<file path="config.mk">
export PLATFORM = sky130hd
export DESIGN_NAME = pipe_ctrl
export DESIGN_NICKNAME = d
export VERILOG_FILES = /design/src/rtl/pipe_ctrl.sv
export SDC_FILE = /design/constraint.sdc
export NUM_CORES = 1
export LEC_CHECK = 0
export BUFFER_PORTS_ARGS = -buffer_cell sky130_fd_sc_hd__buf_2
export CAP_MARGIN = 20
export CORE_MARGIN = 1
export CORE_UTILIZATION = 50
export CTS_CLUSTER_SIZE = 25
export DETAILED_ROUTE_END_ITERATION = 16
export PLACE_DENSITY = 0.77
export RECOVER_POWER = 100
export SLEW_MARGIN = 20
export SYNTH_ARGS = -nofsm -noshare
export SYNTH_HDL_FRONTEND = slang
export SYNTH_SLANG_ARGS = --single-unit
</file>
<file path="constraint.sdc">
create_clock -name clk -period 3.96 [get_ports clk]
set_clock_uncertainty 0.15 [all_clocks]
set_input_delay 0.792 -clock clk [delete_from_list [all_inputs] [get_ports clk]]
set_output_delay 0.792 -clock clk [all_outputs]
set_load 0.05 [all_outputs]
</file>
<file path="src/rtl/pipe_ctrl.sv">
// -----------------------------------------------------------------------------
// pipe_ctrl -- pipeline / reorder-buffer control.
//
// Tracks the ROB head and tail pointers and the occupancy count. It hands out
// ROB tags to the decoder, retires entries on commit, and stalls IF/ID when the
// ROB or the reservation station is full. A mispredicted branch that retires
// empties the ROB and enters a FLUSH state. FLUSH lasts FLUSH_CYCLES enabled
// cycles, and the RAT is cleared in the first of them.
//
// Parameters
//   ROB_DEPTH    : number of ROB entries; a power of two, at least 4.
//   FLUSH_CYCLES : length of the FLUSH state in enabled cycles; at least 1.
//
// Ports (AW = $clog2(ROB_DEPTH))
//   clk, rst_n    : clock; asynchronous active-low reset
//   cpu_en        : global enable; all state holds while low
//   dec_valid     : decoder requests a ROB entry
//   rs_full       : reservation station cannot accept
//   commit_valid  : ROB head retires this cycle
//   mispredict    : retiring entry is a mispredicted branch
//   alloc_rob     : [AW]   tag for the current decode (tail pointer)
//   alloc_fire    : allocation accepted this cycle
//   rob_head      : [AW]   oldest entry
//   rob_count     : [AW+1] occupied entries
//   rob_full      : rob_count == ROB_DEPTH
//   if_stall/id_stall : hold IF/ID pipeline registers
//   if_flush/id_flush : squash IF/ID pipeline registers
//   rat_clear     : one-cycle pulse that invalidates all RAT mappings
//   ctrl_busy     : FSM is not in RUN
// -----------------------------------------------------------------------------
module pipe_ctrl #(
   parameter int ROB_DEPTH    = 8,
   parameter int FLUSH_CYCLES = 2,
   localparam int AW = $clog2(ROB_DEPTH),
   localparam int CW = AW + 1,
   localparam int FW = $clog2(FLUSH_CYCLES + 1)
) (
   input  logic          clk,
   input  logic          rst_n,
   input  logic          cpu_en,
   input  logic          dec_valid,
   input  logic          rs_full,
   input  logic          commit_valid,
   input  logic          mispredict,
   output logic [AW-1:0] alloc_rob,
   output logic          alloc_fire,
   output logic [AW-1:0] rob_head,
   output logic [CW-1:0] rob_count,
   output logic          rob_full,
   output logic          if_stall,
   output logic          id_stall,
   output logic          if_flush,
   output logic          id_flush,
   output logic          rat_clear,
   output logic          ctrl_busy
);

   typedef enum logic {
      RUN   = 1'b0,
      FLUSH = 1'b1
   } state_e;

   state_e        state_q, state_d;
   logic [AW-1:0] tail_q,  tail_d;
   logic [AW-1:0] head_q,  head_d;
   logic [CW-1:0] count_q, count_d;
   logic [FW-1:0] fcnt_q,  fcnt_d;
   logic          rat_q,   rat_d;

   logic in_run;
   logic full;
   logic commit_ok;
   logic flush_ok;

   assign in_run    = (state_q == RUN);
   assign full      = (count_q == CW'(ROB_DEPTH));
   // A retiring mispredict blocks allocation even if that commit is ignored.
   assign alloc_fire = in_run && cpu_en && dec_valid && !full && !rs_full
                       && !(commit_valid && mispredict);
   assign commit_ok = commit_valid && (count_q != '0) && in_run && cpu_en;
   assign flush_ok  = commit_ok && mispredict;

   // Next-state logic.
   always_comb begin
      // NOTE: every variable gets a default before any branch, so no path leaves
      // it unassigned and no latch is inferred.
      state_d = state_q;
      tail_d  = tail_q;
      head_d  = head_q;
      count_d = count_q;
      fcnt_d  = fcnt_q;
      rat_d   = 1'b0;      // rat_clear is only ever a single-cycle pulse

      if (state_q == RUN) begin
         if (flush_ok) begin
            // The mispredicted branch retires. Every younger entry is
            // discarded, so the ROB restarts empty just past the branch.
            head_d  = head_q + AW'(1);
            tail_d  = head_q + AW'(1);
            count_d = '0;
            state_d = FLUSH;
            fcnt_d  = FW'(FLUSH_CYCLES - 1);
            rat_d   = 1'b1;
         end else begin
            if (alloc_fire) tail_d = tail_q + AW'(1);
            if (commit_ok)  head_d = head_q + AW'(1);
            count_d = count_q + CW'(alloc_fire) - CW'(commit_ok);
         end
      end else if (cpu_en) begin
         if (fcnt_q == '0) state_d = RUN;
         else              fcnt_d  = fcnt_q - FW'(1);
      end
   end

   // State registers.
   always_ff @(posedge clk or negedge rst_n) begin
      if (!rst_n) begin
         state_q <= RUN;
         tail_q  <= '0;
         head_q  <= '0;
         count_q <= '0;
         fcnt_q  <= '0;
         rat_q   <= 1'b0;
      end else begin
         // NOTE: sequential state uses non-blocking assignments. Every register
         // then samples pre-edge values, and no update order is implied.
         state_q <= state_d;
         tail_q  <= tail_d;
         head_q  <= head_d;
         count_q <= count_d;
         fcnt_q  <= fcnt_d;
         rat_q   <= rat_d;
      end
   end

   // Outputs.
   assign alloc_rob = tail_q;
   assign rob_head  = head_q;
   assign rob_count = count_q;
   assign rob_full  = full;
   assign if_stall  = in_run && dec_valid && (full || rs_full);
   assign id_stall  = if_stall;
   assign if_flush  = !in_run;
   assign id_flush  = !in_run;
   assign ctrl_busy = !in_run;
   assign rat_clear = rat_q;

endmodule

</file>
; Yosys cells after proc, flatten, opt, wreduce, memory -nomap -nowiden
; Cells that the tools add are included.
; Widths: inputs -> output; s select.
[word_totals]
latch_bits = 0
in_bits = 7
ff_bits = 14
ram_bits = 0
romBits = 0
memories = 0
wordCells = 53
[classes]
n_shift = 0
n_eq_ne = 3
n_mux = 14
magnitude_cmp = 0
multipliers = 0
div = 0
reduce_logical = 24
n_bitwise = 1
n_addsub = 5
[ops]
columns = op, n
row1 = $logic_and 1x1->1, 12
row2 = $mux 3, 4
row3 = $mux 2, 4
row4 = $add 3x1->3 const B, 2
row5 = $reduce_bool 2->1, 3
row6 = $mux 1, 5
row7 = $add 4x1->4, 1
row8 = $eq 4x4->1 const B, 1
row9 = $mux 4, 1
row10 = $ne 2x2->1 const B, 2
row11 = $reduce_and 2->1, 2
row12 = $reduce_bool 4->1, 1
row13 = $sub 4x1->4, 1
row14 = $logic_not 1->1, 3
row15 = $reduce_and 3->1, 1
row16 = $logic_not 2->1, 1
row17 = $sub 2x1->2 const B, 1
row18 = $logic_or 1x1->1, 1
row19 = $not 1->1, 1

; Depth between registers and ports, before layout
; Gate-level depths: netlist of run 1.
[logic_depth]
word_depth = 9
depth_mapped = 12
mapped_depth_nobuf = 11

; Least setup slack after synthesis of run 1
; No wires, ideal clock.
[synth_path]
path_kind = register -> output
from = register count_q[2] (netlist: rob_count[2])
to = output port if_stall
t_arrival_ns = 3.356
path_stages_with_launch = 7
t_required_ns = 3.018
slack_ns = -0.338
cell_sequence = dfrtp_1 inv_1 ha_1 nor3b_2 nor2_1 nor3b_1 buf_4
[synth_via]
elab_chain_len = 3
[synth_rtl]
columns = element, line
row1 = "start, declared", 66  ; logic [CW-1:0] count_q, count_d;
row2 = "start signal, assigned", 130  ; count_q <= count_d;
row3 = $eq 4x4->1, 76  ; assign full = (count_q == CW'(ROB_DEPTH));
row4 = net rob_full, 49  ; output logic rob_full,
row5 = $logic_or 1x1->1, 141  ; assign if_stall = in_run && dec_valid && (full || rs_full);
row6 = $logic_and 1x1->1, 141
row7 = "end, declared", 50  ; output logic if_stall,
; The timed path passes the listed nets, and every way through them passes these cells.

; Final worst setup path of run 1
[layout_path]
from = register count_q[2] (netlist: rob_count[2])
to = output port id_stall
[layout_via]
elab_chain_len = 3
[layout_rtl]
columns = element, line
row1 = $eq 4x4->1, 76
row2 = $logic_or 1x1->1, 141
row3 = $logic_and 1x1->1, 141
row4 = "end, declared", 51  ; output logic id_stall,
; No other way between the ends.

==> metrics.cfg, run 1 <==
[clock_network]
numCtsBuffers = 3
clkLatencyLatePin_ns = 0.28
clockRootBuffer = clkbuf_4
post_cts.repair.setup_buffers = 0
cts_sinks = 14
ctsHoldBuffers = 0
cts_resized = 0
cts_htree_levels = 1
clk_pin_slew_ns = 0.09
cts_tree = yes
clockBufferDepth = 2

[setup_path]
critPathKind = flop to primary output
path_cells = inv_1 -> ha_1 -> nor3b_1 -> nor2_1 -> nor3b_2 -> clkbuf_1
crit_family = simple AND/OR/NAND/NOR gates
crit_slowest_cell = nor3b_1
path_max_fanout = 3
required_ns = 3.02
end_kind = primary output
crit_path_start_kind = flop
crit_buf_inv = 2
critical_path_arrival_ns = 2.33
critPathMaxStageDelay_ns = 0.57

[sta]
slew_violations = 0
fmaxAchievable_mhz = 306
timing.final.crit_share = 0.826
tns_ns = 0
hold_violations = 0
fin_crit_ns = 3.27
tightest_slew_ns = 0.758
grt_setup_unrepaired = no
relSlewSlack = 0.495
setup-violations-final = 0

[synthesis]
yosysWarnings = 0
synth.distinct_cells = 29
netlist_area_um2 = 906
ys_ff_latch = 14
synth_cells = 86
syn_nets = 103
seq_area_frac_synth = 0.387
avgSynthCellArea_um2 = 10.5

[routing]
highest_layer = met4
ant_nets = 0
drc = 0
drtPass1Iterations = 4
finalWirelength_mm = 1.71
wl_met1_um = 780
wl_met2_um = 823
drt-initial-drc-count = 8
wl_per_cell_um = 12.8
viasPerCell = 5.10
num_vias = 684
dr_wl_met3_um = 94

[floorplan]
fp.dieH_um = 44.6
core.rowCount = 15
dieArea_um2 = 1990
die_x_um = 44.6
coreArea_um2 = 1710
ios = 25
initial_core_util = 0.530

[grt]
grt_pass1_wl_mm = 2.79
grt_start_max_net_pins = 20
grt_usage = 0.196
grt-ovfl-total = 0
grt_pass1_vias = 642
antenna_found_initial = 0

[run]
max_cap_viol_count = 0

[final_layout]
final_cell_mix = clkbuf_1 (19), dfrtp_1 (14), nand2_1 (11), inv_1 (9), ha_1 (9)
antenna_cells = 0
layout-drive-gt1-share = 0.101
area_growth_pct = 13.0
final_common_cell = clkbuf_1
final_nets = 127
fin_area_um2 = 1020

[place]
place.gp.congestion = 0.754
dpl_cell_area_um2 = 1020
dp_hpwl_mm = 1.31
portBuffers = 24

[min_path]
min_path_type = flop to flop

[outcome]
outcome = finished clean

[worst paths after layout]
kind / slack (ns) / startpoint / cells after the start / end
min in group asynchronous: 0.40 / rst_n / 1 / rob_count[1]$_DFFE_PN0N_
setup reg to reg: 1.17 / rob_count[2]$_DFFE_PN0N_ / 10 / rob_count[2]$_DFFE_PN0N_
hold reg to reg: 0.37 / rob_head[2]$_DFFE_PN0P_ / 1 / rob_head[2]$_DFFE_PN0P_
setup / recovery: 0.69 / rob_count[2]$_DFFE_PN0N_ / 6 / id_stall
hold / removal: 0.37 / rob_head[2]$_DFFE_PN0P_ / 1 / rob_head[2]$_DFFE_PN0P_
max in group asynchronous: 2.79 / rst_n / 1 / alloc_rob[0]$_DFFE_PN0P_
[cell families after synthesis]
logic type,count (synthesis),synth area share
AOI/OAI and AO/OA,13,0.116
xor gates and xnor gates,6,0.0580
and+or+nand+nor,25,0.164
DFF,14,0.387
adders and majority gates,10,0.146
buffers and inverters,14,0.0787
muxes,4,0.0497
[registers in the layout (all words and copies together), names as in the netlist]
name       flops
rat_clear      1
fcnt_q         2
ctrl_busy      1
rob_head       3
rob_count      4
alloc_rob      3
[metrics by stage]
step                cells  worst slack [ns]  utilization  hold WS (ns)
finish                134             0.687        0.599         0.369
global route          134             0.576        0.599         0.403
CTS                   134              1.05        0.621         0.252
detailed placement    130              1.19        0.600         0.347
global placement      130              1.21        0.600         0.338
floorplan              86             0.200            -         0.343
[area by class of cell]
cell class	instances	area (µm²)
clock buffers	4	36.3
fillers	153	684
multi-input cells	58	475
well taps	25	31.3
inverters	9	33.8
flip-flops and latches	14	350
repair buffers	24	96.3
[Yosys cell counts]
| master | instances | share of area |
|---|---|---|
| dfrtp_1 | 14 | 0.39 |
| nand2_1 | 10 | 0.041 |
| ha_1 | 9 | 0.12 |
| inv_1 | 9 | 0.037 |
| a21oi_1 | 4 | 0.022 |
| xnor2_1 | 4 | 0.039 |
| buf_4 | 3 | 0.025 |
| mux2i_1 | 3 | 0.033 |
| nand2b_1 | 3 | 0.021 |
| nand3b_1 | 3 | 0.025 |
| and4b_1 | 2 | 0.022 |
| nor2_1 | 2 | 0.0083 |
| o21ai_0 | 2 | 0.011 |
| o31ai_1 | 2 | 0.017 |
| xor2_1 | 2 | 0.019 |
| a2111oi_4 | 1 | 0.030 |
| a21o_1 | 1 | 0.0083 |
| a32o_1 | 1 | 0.011 |
| a32oi_1 | 1 | 0.0097 |
| buf_6 | 1 | 0.012 |
| clkbuf_1 | 1 | 0.0041 |
| fa_1 | 1 | 0.022 |
| mux2_4 | 1 | 0.017 |
| nand2_2 | 1 | 0.0069 |
| nand3_1 | 1 | 0.0055 |
| nor3b_1 | 1 | 0.0083 |
| nor3b_2 | 1 | 0.014 |
| o22ai_1 | 1 | 0.0069 |
| or3b_4 | 1 | 0.012 |
[layer usage]
| layer | up-vias | GRT usage |
|---|---|---|
| met5 | - | 0 |
| met4 | 0 | 0.103 |
| met3 | 2 | 0.0408 |
| li1 | 340 | - |
| met2 | 24 | 0.309 |
| met1 | 318 | 0.253 |
Power of run 1 is not shown: default switching activity piles up to over one toggle a cycle in this logic, so the estimate is an artifact.
==> inputs of run 2 (changes only) <==
Settings changed: CORE_UTILIZATION 50 to 45, PLACE_DENSITY 0.77 to 0.73.
Clock period 3.96 ns to 2.9 ns, I/O delays scaled along.
==> metrics.cfg, run 2 (synthesis gave the netlist of run 1 again) <==
[min_path]
min_path_type = input port to asynchronous set/reset pin

[grt]
grt_pass1_wl_mm = 2.73
grt_usage = 0.181
use_met2 = 0.311
grt_start_max_net_pins = 15
antenna_found_initial = 0
met3_usage = 0.0346
grt-ovfl-total = 0
grt_pass1_vias = 636
met1_usage = 0.223
grt-busiest-layer = met2

[setup_path]
path_max_fanout = 6
crit_path_start_kind = flop
critPathKind = flop to primary output
critical_path_arrival_ns = 2.00
end_kind = primary output
required_ns = 2.17

[sta]
tightest_slew_ns = 0.793
relSlewSlack = 0.471
timing.final.crit_share = 0.943
setup-violations-final = 0
grt_setup_unrepaired = no
fmaxAchievable_mhz = 366
timing.hold.ws_ns = 0.199
fin_crit_ns = 2.73
slew_violations = 0
hold_violations = 0

[floorplan]
fp.dieH_um = 46.9
die_x_um = 46.9
core.rowCount = 15
dieArea_um2 = 2200
ios = 25
coreArea_um2 = 1800
initial_core_util = 0.503

[routing]
drc = 0
viasPerCell = 5.17
num_vias = 703
ant_nets = 0
drt-initial-drc-count = 8
finalWirelength_mm = 1.74
wl_per_cell_um = 12.8
drtPass1Iterations = 6

[place]
dp_hpwl_mm = 1.39
portBuffers = 24
place.gp.congestion = 0.828
dpl_cell_area_um2 = 1060

[final_layout]
antenna_cells = 0
largest_reg_flops = 4
final_common_cell = clkbuf_1
final_cell_mix = clkbuf_1 (17), dfrtp_1 (12), nand2_1 (11), inv_1 (8), ha_1 (7)
final_nets = 129
utilization = 0.592
fin_area_um2 = 1070
layout-drive-gt1-share = 0.198
area_growth_pct = 17.7

[run]
max_cap_viol_count = 0

[clock_network]
clockRootBuffer = clkbuf_4
cts_htree_levels = 1
cts_tree = yes
cts_sinks = 14
clk_pin_slew_ns = 0.09
ctsHoldBuffers = 0
clockBufferDepth = 2
post_cts.repair.setup_buffers = 0
clkLatencyLatePin_ns = 0.28
numCtsBuffers = 3
cts_resized = 0

[outcome]
outcome = finished clean

run 2: cell count changes in the layout (fill, tap and decap cells not counted), sizes merged:
cell,change
clkbuf,+1
buf,+1
run 2: layout make-up:
| cell class | instances | area [µm²] |
|---|---|---|
| fill | 175 | 736 |
| clock buffer | 4 | 36.3 |
| multi-input combinational | 58 | 500 |
| tap | 25 | 31.3 |
| timing repair buffer | 26 | 111 |
| sequential | 14 | 353 |
| inverter | 9 | 33.8 |
run 2: path summary, 6_finish.rpt:
check                                            to  slack (ns)                      from  depth (start not counted)
max                                      alloc_fire        0.17  rob_count[2]$_DFFE_PN0N_                          5
min                        alloc_rob[2]$_DFFE_PN0P_        0.20                     rst_n                          1
max reg2reg                rob_count[2]$_DFFE_PN0N_        0.19  rob_count[2]$_DFFE_PN0N_                         10
min reg2reg                 rob_head[2]$_DFFE_PN0P_        0.38   rob_head[2]$_DFFE_PN0P_                          1
max in group asynchronous  rob_count[3]$_DFFE_PN0N_        1.86                     rst_n                          1
min in group clk            rob_head[2]$_DFFE_PN0P_        0.38   rob_head[2]$_DFFE_PN0P_                          1
run 2: critical path, stage by stage (launching register included):
cell,delay [ns]
dfrtp_2,0.39
inv_2,0.05
ha_2,0.17
nor3b_4,0.16
a2111oi_4,0.57
clkbuf_2,0.38
run 2: layer usage:
metal / vias up / part of all wire
met5: - / 0
met4: 0 / 0.0057
met3: 2 / 0.041
met2: 17 / 0.50
met1: 340 / 0.45
li1: 344 / -
run 2: metrics by stage:
stage	setup TNS, ns	setup WS (ns)	std cells
2_1_floorplan	-0.418	-0.175	86
3_3_place_gp	0	0.231	132
6_report	0	0.165	136
4_1_cts	0	0.164	136
5_1_grt	0	0.0171	136
3_5_place_dp	0	0.183	132
Power of run 2 is left out for the same reason.
==> inputs of run 3 (changes only) <==
Settings changed: CORE_ASPECT_RATIO from default to 0.8.
==> metrics.cfg, run 3 (synthesis gave the netlist of run 1 again) <==
[sta]
setup_slack_ns = 0.116
fin_crit_ns = 2.78
hold_violations = 0
slew_violations = 0
tightest_slew_ns = 0.735
fmaxAchievable_mhz = 359
grt_setup_unrepaired = no
setup-violations-final = 0
relSlewSlack = 0.510
timing.final.crit_share = 0.960

[setup_path]
crit_top_cell = ha_1
path_max_fanout = 3
crit_slowest_cell = dfrtp_2
crit_path_start_kind = flop
reg2reg_from = rob_count[2]$_DFFE_PN0N_
critical_path_arrival_ns = 2.81
rr_worst_depth = 10
critPathMaxStageDelay_ns = 0.44
critPathKind = flop to flop
crit_family = adder cells
cp.depth = 10
crit_start = rob_count[2]$_DFFE_PN0N_
path_cells = inv_2 -> ha_1 -> or3b_4 -> and4b_1 -> ha_1 -> inv_1 -> ha_2 -> fa_2 -> xnor2_1 -> o31ai_1
crit_buf_inv = 2
required_ns = 2.92
end_kind = flop

[final_layout]
final_common_cell = clkbuf_1
utilization = 0.573
final_nets = 130
antenna_cells = 0
final_cell_mix = clkbuf_1 (17), dfrtp_1 (12), nand2_1 (11), inv_1 (8), ha_1 (7)
fillerInstances = 176
largest_reg_flops = 4
area_growth_pct = 19.6
layout-drive-gt1-share = 0.232

[min_path]
min_path_type = input port to asynchronous set/reset pin

[routing]
ant_nets = 0
drtPass1Iterations = 4
highest_layer = met4
dr_wl_met3_um = 102
wl_per_cell_um = 13.9
finalWirelength_mm = 1.89
num_vias = 698
drc = 0
wl_met1_um = 832
wl_met2_um = 946
viasPerCell = 5.13
drt-initial-drc-count = 17

[place]
dp_hpwl_mm = 1.49
place.gp.congestion = 0.768
portBuffers = 24
pre_cts_slack_ns = 0.0909

[clock_network]
clkLatencyLatePin_ns = 0.28
clk_pin_slew_ns = 0.09
cts_htree_levels = 1
cts_sinks = 14
clockBufferDepth = 2
numCtsBuffers = 3
ctsHoldBuffers = 0
cts_tree = yes
clockRootBuffer = clkbuf_4

[floorplan]
dieArea_um2 = 2200
fp.dieH_um = 42.1
initial_core_util = 0.479
ios = 25
core.rowCount = 14
die_x_um = 52.2
coreArea_um2 = 1890

[grt]
grt_usage = 0.207
grt_pass1_wl_mm = 3.18
grt-ovfl-total = 0
grt_pass1_vias = 715
grt_start_max_net_pins = 15
antenna_found_initial = 0

[outcome]
outcome = finished clean

[run]
max_cap_viol_count = 0

[run 3: cell types whose count changed in the layout (fill, tap and decap cells not counted)]
| cell | before | now |
|---|---|---|
| mux2_4 | 0 | 1 |
| fa_1 | 1 | 0 |
| fa_2 | 0 | 1 |
| mux2_1 | 1 | 0 |
| buf_4 | 1 | 2 |
| o31ai_1 | 2 | 1 |
| o31ai_2 | 0 | 1 |
[run 3: through the flow]
| stage | cells | hold WS (ns) | area [µm²] | setup TNS [ns] |
|---|---|---|---|---|
| 2_1_floorplan | 86 | 0.134 | 931 | -0.418 |
| 3_3_place_gp | 131 | 0.344 | 1060 | 0 |
| 3_5_place_dp | 131 | 0.341 | 1060 | 0 |
| 4_1_cts | 135 | 0.0329 | 1090 | 0 |
| 5_1_grt | 136 | 0.236 | 1080 | 0 |
| 6_report | 136 | 0.174 | 1080 | 0 |
[run 3: worst paths after layout]
path | to | slack (ns)
max reg2reg | rob_count[2]$_DFFE_PN0N_ | 0.12
max | rob_count[2]$_DFFE_PN0N_ | 0.12
min | rob_count[0]$_DFFE_PN0N_ | 0.17
max in group asynchronous | rob_count[3]$_DFFE_PN0N_ | 1.91
min reg2reg | rob_head[2]$_DFFE_PN0P_ | 0.38
min in group clk | rob_head[2]$_DFFE_PN0P_ | 0.38
[run 3: area by class of cell]
cell class                 instances  area, µm²  share of cell area
multi-input combinational         58        512               0.472
tap                               24       30.0              0.0277
sequential                        14        353               0.326
timing repair buffer              27        119               0.110
inverter                           9       33.8              0.0312
clock buffer                       4       36.3              0.0335
[run 3: timing repair]
item,CTS,global route
setup buffers,0,1
gates resized for setup,0,3
setup endpoints to repair,0,2
[run 3: per-layer routing]
layer / vias up / track usage
met5: - / 0
met4: 0 / 0.0579
met3: 2 / 0.0761
met2: 23 / 0.338
met1: 330 / 0.254
li1: 343 / -
[run 3: worst register-to-register path, delay by kind of cell (launching register included)]
kind	cells	cell delay, ns
adders and majority gates	4	0.94
buffers and inverters	2	0.12
and+or+nand+nor	2	0.62
AOI/OAI and AO/OA	1	0.28
xor gates and xnor gates	1	0.13
DFF	1	0.44
Power of run 3 is left out for the same reason.
